===== config.mk =====
export PLATFORM = sky130hd
export DESIGN_NAME = first_move_gen
export DESIGN_NICKNAME = d
export VERILOG_FILES = /design/src/rtl/first_move_gen.sv
export SDC_FILE = /design/constraint.sdc
export NUM_CORES = 1
export LEC_CHECK = 0
export ABC_CLOCK_PERIOD_IN_PS = 1690
export BUFFER_PORTS_ARGS = -buffer_cell sky130_fd_sc_hd__buf_2
export CAP_MARGIN = 20
export CORE_MARGIN = 3
export CORE_UTILIZATION = 30
export DETAILED_ROUTE_END_ITERATION = 10
export PLACE_DENSITY = 0.59
export REMOVE_ABC_BUFFERS = 1
export SLEW_MARGIN = 20
export SYNTH_ARGS = -nofsm -noshare
export SYNTH_HDL_FRONTEND = slang
export SYNTH_SLANG_ARGS = --single-unit
export TNS_END_PERCENT = 30

===== constraint.sdc =====
create_clock -name i_clk -period 1.69 [get_ports i_clk]
set_input_delay 0.4225 -clock i_clk [delete_from_list [all_inputs] [get_ports i_clk]]
set_output_delay 0.4225 -clock i_clk [all_outputs]
set_load 0.05 [all_outputs]

===== src/rtl/first_move_gen.sv =====
// first_move_gen: turns a sampled 8-bit random counter value into the opening
// stone coordinates (1-based x,y) inside a centred window of the board.
// The low nibble selects the column and the high nibble selects the row. Each
// nibble is folded into 0..SPAN-1 by repeated subtraction, one step per cycle.
// A single registered o_valid pulse announces each new result.
module first_move_gen #(
    parameter int BOARD_SIZE = 19,
    parameter int SPAN       = 7
) (
    input  logic       i_clk,
    input  logic       i_rst,
    input  logic       i_start,
    input  logic [7:0] i_rand,
    output logic       o_busy,
    output logic       o_valid,
    output logic [4:0] o_x,
    output logic [4:0] o_y
);

    // The window is centred, so it begins OFFSET squares in from the edge.
    // The first coordinate inside the window is OFFSET+1.
    localparam int         OFFSET   = (BOARD_SIZE - SPAN) / 2;
    localparam logic [4:0] SPAN_L   = 5'(SPAN);
    localparam logic [4:0] BASE_L   = 5'(OFFSET + 1);

    typedef enum logic [0:0] {
        IDLE   = 1'b0,
        REDUCE = 1'b1
    } state_t;

    state_t     state_q, state_d;
    logic [4:0] rx_q, rx_d;
    logic [4:0] ry_q, ry_d;
    logic [4:0] x_q, x_d;
    logic [4:0] y_q, y_d;
    logic       valid_q, valid_d;

    // The result is ready once both remainders have dropped below the span.
    logic       rx_done;
    logic       ry_done;

    assign rx_done = (rx_q < SPAN_L);
    assign ry_done = (ry_q < SPAN_L);

    // Next-state logic: accept a request in IDLE, then fold both remainders
    // down in parallel until both fit in the window.
    always_comb begin
        state_d = state_q;
        rx_d    = rx_q;
        ry_d    = ry_q;
        x_d     = x_q;
        y_d     = y_q;
        valid_d = 1'b0;

        unique case (state_q)
            IDLE: begin
                // Only the accepting edge samples i_rand. Later changes to
                // i_rand have no effect on the pending result.
                if (i_start) begin
                    rx_d    = {1'b0, i_rand[3:0]};
                    ry_d    = {1'b0, i_rand[7:4]};
                    state_d = REDUCE;
                end
            end

            REDUCE: begin
                // i_start is ignored here: there is no queueing.
                if (rx_done && ry_done) begin
                    x_d     = BASE_L + rx_q;
                    y_d     = BASE_L + ry_q;
                    valid_d = 1'b1;
                    state_d = IDLE;
                end else begin
                    // Subtract only when the operand is at least SPAN, so the
                    // unsigned 5-bit value never wraps.
                    if (!rx_done) begin
                        rx_d = rx_q - SPAN_L;
                    end
                    if (!ry_done) begin
                        ry_d = ry_q - SPAN_L;
                    end
                end
            end

            default: begin
                state_d = IDLE;
            end
        endcase
    end

    // State and datapath registers. Reset clears everything and drops any
    // request that is in flight.
    always_ff @(posedge i_clk) begin
        if (i_rst) begin
            state_q <= IDLE;
            rx_q    <= '0;
            ry_q    <= '0;
            x_q     <= '0;
            y_q     <= '0;
            valid_q <= 1'b0;
        end else begin
            state_q <= state_d;
            rx_q    <= rx_d;
            ry_q    <= ry_d;
            x_q     <= x_d;
            y_q     <= y_d;
            valid_q <= valid_d;
        end
    end

    assign o_busy  = (state_q != IDLE);
    assign o_valid = valid_q;
    assign o_x     = x_q;
    assign o_y     = y_q;

endmodule


Word level (Yosys, flattened, before mapping)
Cells that the tools add are included.
Widths: inputs -> output; s select.
{"block": "op_classes", "n_mux": 12, "addsub": 4, "eq_ne": 4, "magnitude_cmp": 2, "n_reduce_logical": 5, "bitwise_logic": 1}
{"op": "$mux 5", "n": 6}
{"op": "$pmux 5 s2", "n": 2}
{"op": "$add 3x5->5 const A", "n": 2}
{"op": "$lt 5x3->1 const B", "n": 2}
{"op": "$sub 5x3->5 const B", "n": 2}
{"op": "$ne 2x2->1 const B", "n": 4}
{"op": "$reduce_and 3->1", "n": 2}
{"op": "$mux 1", "n": 3}
{"op": "$pmux 1 s2", "n": 1}
{"op": "$reduce_and 2->1", "n": 1}
{"op": "$reduce_or 2->1", "n": 1}
{"op": "$logic_and 1x1->1", "n": 1}
{"op": "$not 1->1", "n": 1}
{"block": "word_totals", "wordCells": 34, "in_bits": 11, "out_inout_bits": 12, "regBits": 22}

Longest topological paths before layout
{"block": "depth", "ltp_word": 4, "mapped_depth": 6, "depth_no_buf": 5}

Least setup slack after synthesis
Ideal clock, no wire load.
{"block": "synth_path", "path_type": "register to register", "start": "reg state_q (netlist: o_busy)", "end": "reg rx_q[4]", "required_time_ns": 1.615, "setup_slack_ns": 0.104, "n_path_buf": 0, "setup_time_ns": 0.075, "stages_incl_launch_ff": 5, "synth_period_minus_slack_ns": 1.586, "arrival_time_ns": 1.511, "cell_sequence": "dfxtp_1 > o21ai_1 > and2_1 > or3_1 > a31oi_1"}
{"block": "synth_between", "elab_chain_len": 3, "word_cells_on_any_way": 6, "cone_classes": "eq/ne: 3; mux: 1; bitwise: 1; reduce/logical: 1"}
{"element": "from (decl)", "line_no": "31", "rtl": "state_t state_q, state_d;"}
{"element": "from (signal assigned)", "line_no": "102", "rtl": "state_q <= state_d;"}
{"element": "$not 1->1"}
{"element": "$ne 2x2->1 (no line)"}
{"element": "$reduce_and 3->1 (no line)"}
{"element": "to (signal assigned)", "line_no": "103", "rtl": "rx_q <= rx_d;"}
{"element": "to (decl)", "line_no": "32", "rtl": "logic [4:0] rx_q, rx_d;"}
Parallel ways exist; a longest one is shown, timed or not.
A chain may end at the register's enable or synchronous reset.

Worst setup path after layout
{"block": "layout_path", "start": "reg state_q (netlist: o_busy)", "end": "out o_busy"}
{"element": "to (decl)", "line_no": "14", "rtl": "output logic o_busy,"}
No word-level cell between the ends.

==> results.rst <==
.. list-table::
   :header-rows: 1

   * - Metric
     - Value
   * - Outcome
     - complete, no violations
   * - Setup TNS
     - 0 ps
   * - PwrDens
     - 985 nW/um2
   * - Pre-Repair DR Iteration Count
     - 4
   * - Via count of the first global-routing pass
     - 994
   * - Post-cts hold buffer count
     - 0
   * - Wire length of the first global-routing pass
     - 4430 um
   * - Routed len/inst
     - 13.0 um
   * - Max transition margin
     - 0.778
   * - Inst Count DP
     - 197
   * - CTS Root Cell
     - clkbuf_8
   * - Number of I/O port buffers
     - 22
   * - Slew at the pin closest to its max-slew limit
     - 333 ps
   * - Crit path time final
     - 1560 ps
   * - Static leakage
     - 0.572 nW
   * - Final setup violation count
     - 0
   * - Utilization of the core after routing
     - 0.375
   * - Count of H-tree levels built during CTS
     - 1
   * - Post-synthesis sequential element count
     - 22
   * - Cell area reported after detailed placement
     - 1330 um2
   * - Part of the total power dissipated in sequential elements
     - 0.458
   * - Largest area contributor in the netlist
     - dfxtp_1
   * - Cell count after synthesis
     - 131
   * - Share of the cycle needed by the critical path after routing
     - 0.924
   * - Remaining global-route overflow
     - 0
   * - RSZ-0062 raised after global routing
     - false
   * - Hold path startpoint
     - o_x[3]
   * - Internal
     - 0.917 mW
   * - Destination of the worst register-to-register timing path
     - ry_q[1]
   * - Worst flop-to-flop path startpoint
     - ry_q[2]
   * - Final hold viol count
     - 0
   * - Number of buffers created by CTS
     - 3
   * - Count of fill cells added during filler insertion
     - 382
   * - Min-delay worst type
     - reg2reg
   * - Via total after detailed routing
     - 1024
   * - Max-slew violation total from the final report
     - 0
   * - Biggest area contributors in the synthesized netlist
     - dfxtp_1 37%, a211oi_2 4.3%, ha_1 4.3%
   * - Combinational Power Share
     - 0.268
   * - DRC violation count after routing
     - 0
   * - Routability congestion estimate from global placement
     - 0.784
   * - Clock slew seen by the registers of the worst setup and hold paths
     - 80 ps
   * - Number of rows created at floorplan
     - 22
   * - Post-synthesis area per instance
     - 8.99 um2
   * - Proportion of synthesized chip area in sequential cells
     - 0.374
   * - Initial DRC count
     - 64
   * - Highest attainable clock frequency
     - 0.640 GHz
   * - Longest individual stage delay on the worst path
     - 460 ps
   * - Category of the critical setup timing path
     - reg2out
   * - CTS tree
     - built
   * - Switching power share of the total
     - 0.332
   * - Total number of yosys warnings
     - 0
   * - Switching power of the nets
     - 0.455 mW
   * - Core Region
     - 3720 um2
   * - Max-capacitance violation count
     - 0
   * - Net count reported at finish
     - 170
   * - DIE WIDTH
     - 68.6 um
   * - Series of cell instances along the critical path
     - buf_4 -> buf_2
   * - Setup crit start
     - o_busy
   * - Critical path endpoint category
     - output pin
   * - Maximum number of pins on one net before global-route repair
     - 17
   * - Proportion of netlist area held by the largest area contributor
     - 0.374
   * - Cell count of the worst hold path
     - 2
   * - Wire length after detailed routing
     - 2630 um
   * - Count of pins on the block boundary
     - 23
   * - Post-synthesis to final-layout area growth
     - 18.4%
   * - Overall Global Routing Usage
     - 0.125
   * - Clock Skews
     - 3.89 ps
   * - Fraction of power consumed by the clock network
     - 0.273
   * - Number of cells traversed by the worst register-to-register path
     - 4
   * - Routed Antenna Nets
     - 0
   * - Worst-path maximum fanout
     - 12
   * - Final Non-Filler Cells
     - 202
   * - Number of buffers on the longest clock path
     - 2
   * - Share of cells above drive strength 1
     - 0.299
   * - Die Span Y
     - 68.6 um
   * - Vias per cell
     - 5.07
   * - Starting utilization of the core area
     - 0.317
   * - Full die area
     - 4710 um2
   * - Worst min-delay path endpoint
     - o_x[3]
   * - Launching element type of the critical path
     - register
   * - Netlist area before placement
     - 1180 um2
   * - Minimum setup slack among reg-to-reg paths
     - 200 ps
   * - Crit path required time
     - 1270 ps
   * - Post-layout instance area
     - 1390 um2
   * - Source-to-sink clock delay at the later pin of the worst-skew pair
     - 260 ps
   * - Arrival time worst endpoint
     - 1140 ps
   * - CTS Sinks
     - 22
   * - Unique cell type count in the Yosys netlist
     - 39
   * - Detailed placement HPWL
     - 2000 um
   * - Crit path max-delay cell type
     - dfxtp_2
   * - Antenna diodes
     - 0
   * - Initial antenna violation count
     - 0
   * - Maximum vdd drop
     - 0.288 mV
## metal layers
metal | part of all wire | up-vias | global-route usage
li1 | - | 522 | -
met3 | 0.044 | 2 | 0.0178
met1 | 0.48 | 478 | 0.164
met2 | 0.46 | 22 | 0.195
met4 | 0.014 | 0 | 0.0670
met5 | 0 | - | 0
## worst max-delay path: cells and delay by family (launching register included)
kind                   cells  cell delay [ps]
DFF                        1              460
buffers and inverters      2              420
## what timing repair did
action | 4_1_cts | 5_1_grt
setup buffers | 0 | 1
pin swaps | 0 | 1
setup endpoints to repair | 1 | 8
gates resized for setup | 1 | 2
gates cloned | 0 | 0
## power by group through the flow
| stage | sequential (mW) | combinational (mW) | clock (mW) |
|---|---|---|---|
| after floorplan | 0.715 | 0.183 | 0 |
| after global placement | 0.639 | 0.359 | 0 |
| after detailed placement | 0.641 | 0.364 | 0 |
| after CTS | 0.629 | 0.366 | 0.384 |
| after global routing | 0.640 | 0.407 | 0.415 |
| final | 0.629 | 0.369 | 0.375 |
## cell usage after synthesis
| master | n |
|---|---|
| a311oi_4 | 1 |
| nor2b_1 | 2 |
| dfxtp_1 | 22 |
| or3_1 | 2 |
| a31o_2 | 1 |
| nand2b_1 | 1 |
| nand4_1 | 4 |
| nand3b_1 | 3 |
| and2_1 | 1 |
| o211ai_1 | 1 |
| o21a_1 | 1 |
| nand4b_1 | 2 |
| a21boi_2 | 1 |
| xnor2_1 | 4 |
| a21o_2 | 1 |
| o21ai_0 | 6 |
| a21oi_1 | 3 |
| ha_1 | 4 |
| o21ai_1 | 1 |
| nor2_1 | 11 |
| buf_4 | 1 |
| mux2_2 | 1 |
| nand3_1 | 7 |
| nand2_1 | 10 |
| o221a_2 | 1 |
| and4_1 | 1 |
| buf_2 | 4 |
| a21o_1 | 1 |
| buf_6 | 2 |
| nor3_1 | 2 |
| and3_1 | 3 |
| a31oi_1 | 3 |
| clkbuf_1 | 2 |
| mux2i_1 | 3 |
| a211oi_1 | 5 |
| a211oi_2 | 4 |
| a311o_2 | 2 |
| a311oi_1 | 1 |
| inv_1 | 6 |
## state kept, by name, indices dropped and copies added, names as in the netlist
register	count
o_x	5
rx_q	5
ry_q	5
o_busy	1
o_y	5
o_valid	1
## per-stage QoR
stage                     setup slack, ps  hold slack (ps)  power, mW
after floorplan                      -206              487      0.898
after global placement                151              443      0.997
final                                 129              455       1.37
after global routing                 56.2              476       1.46
after detailed placement             53.2              448       1.00
after CTS                            28.9              459       1.38
## placed cells by master (no fill, tap or decap), types with 2 or more instances in the layout
cell,count
nand4_1,4
nand2_1,10
dfxtp_1,21
clkbuf_8,4
nor2_1,11
buf_4,6
a211oi_1,5
o21ai_0,6
inv_1,6
a31oi_1,3
a21oi_1,3
and3_1,3
nand3_1,7
or3_1,2
ha_1,4
xnor2_1,4
buf_2,22
a211oi_2,4
nor3_1,2
nand3b_1,3
nand4b_1,2
nor2b_1,2
a311o_2,2
mux2i_1,3
## worst max-delay path by stage
stage | to | cells after the start
5_1_grt | o_busy | 2
3_5_place_dp | o_y[2] | 4
2_1_floorplan | rx_q[4] | 4
6_report | o_busy | 2
3_3_place_gp | o_y[1] | 4
4_1_cts | o_y[1] | 4
## layout make-up
cell class | instances | area, um2 | area share
multi-input combinational | 94 | 659 | 0.473
timing repair buffer | 28 | 155 | 0.111
sequential | 22 | 442 | 0.317
clock buffer | 4 | 55.1 | 0.0395
tap | 48 | 60.1 | 0.0431
inverter | 6 | 22.5 | 0.0162
## cell families after synthesis
| group | share of synthesized area |
|---|---|
| AO/OA/AOI/OAI | 0.235 |
| XOR/XNOR | 0.0298 |
| adder cells (fa/ha/maj) | 0.0425 |
| buffers and inverters | 0.0680 |
| flip-flops | 0.374 |
| multiplexers | 0.0351 |
| AND/OR/NAND/NOR | 0.216 |
Power figures use the tool's default switching activity.
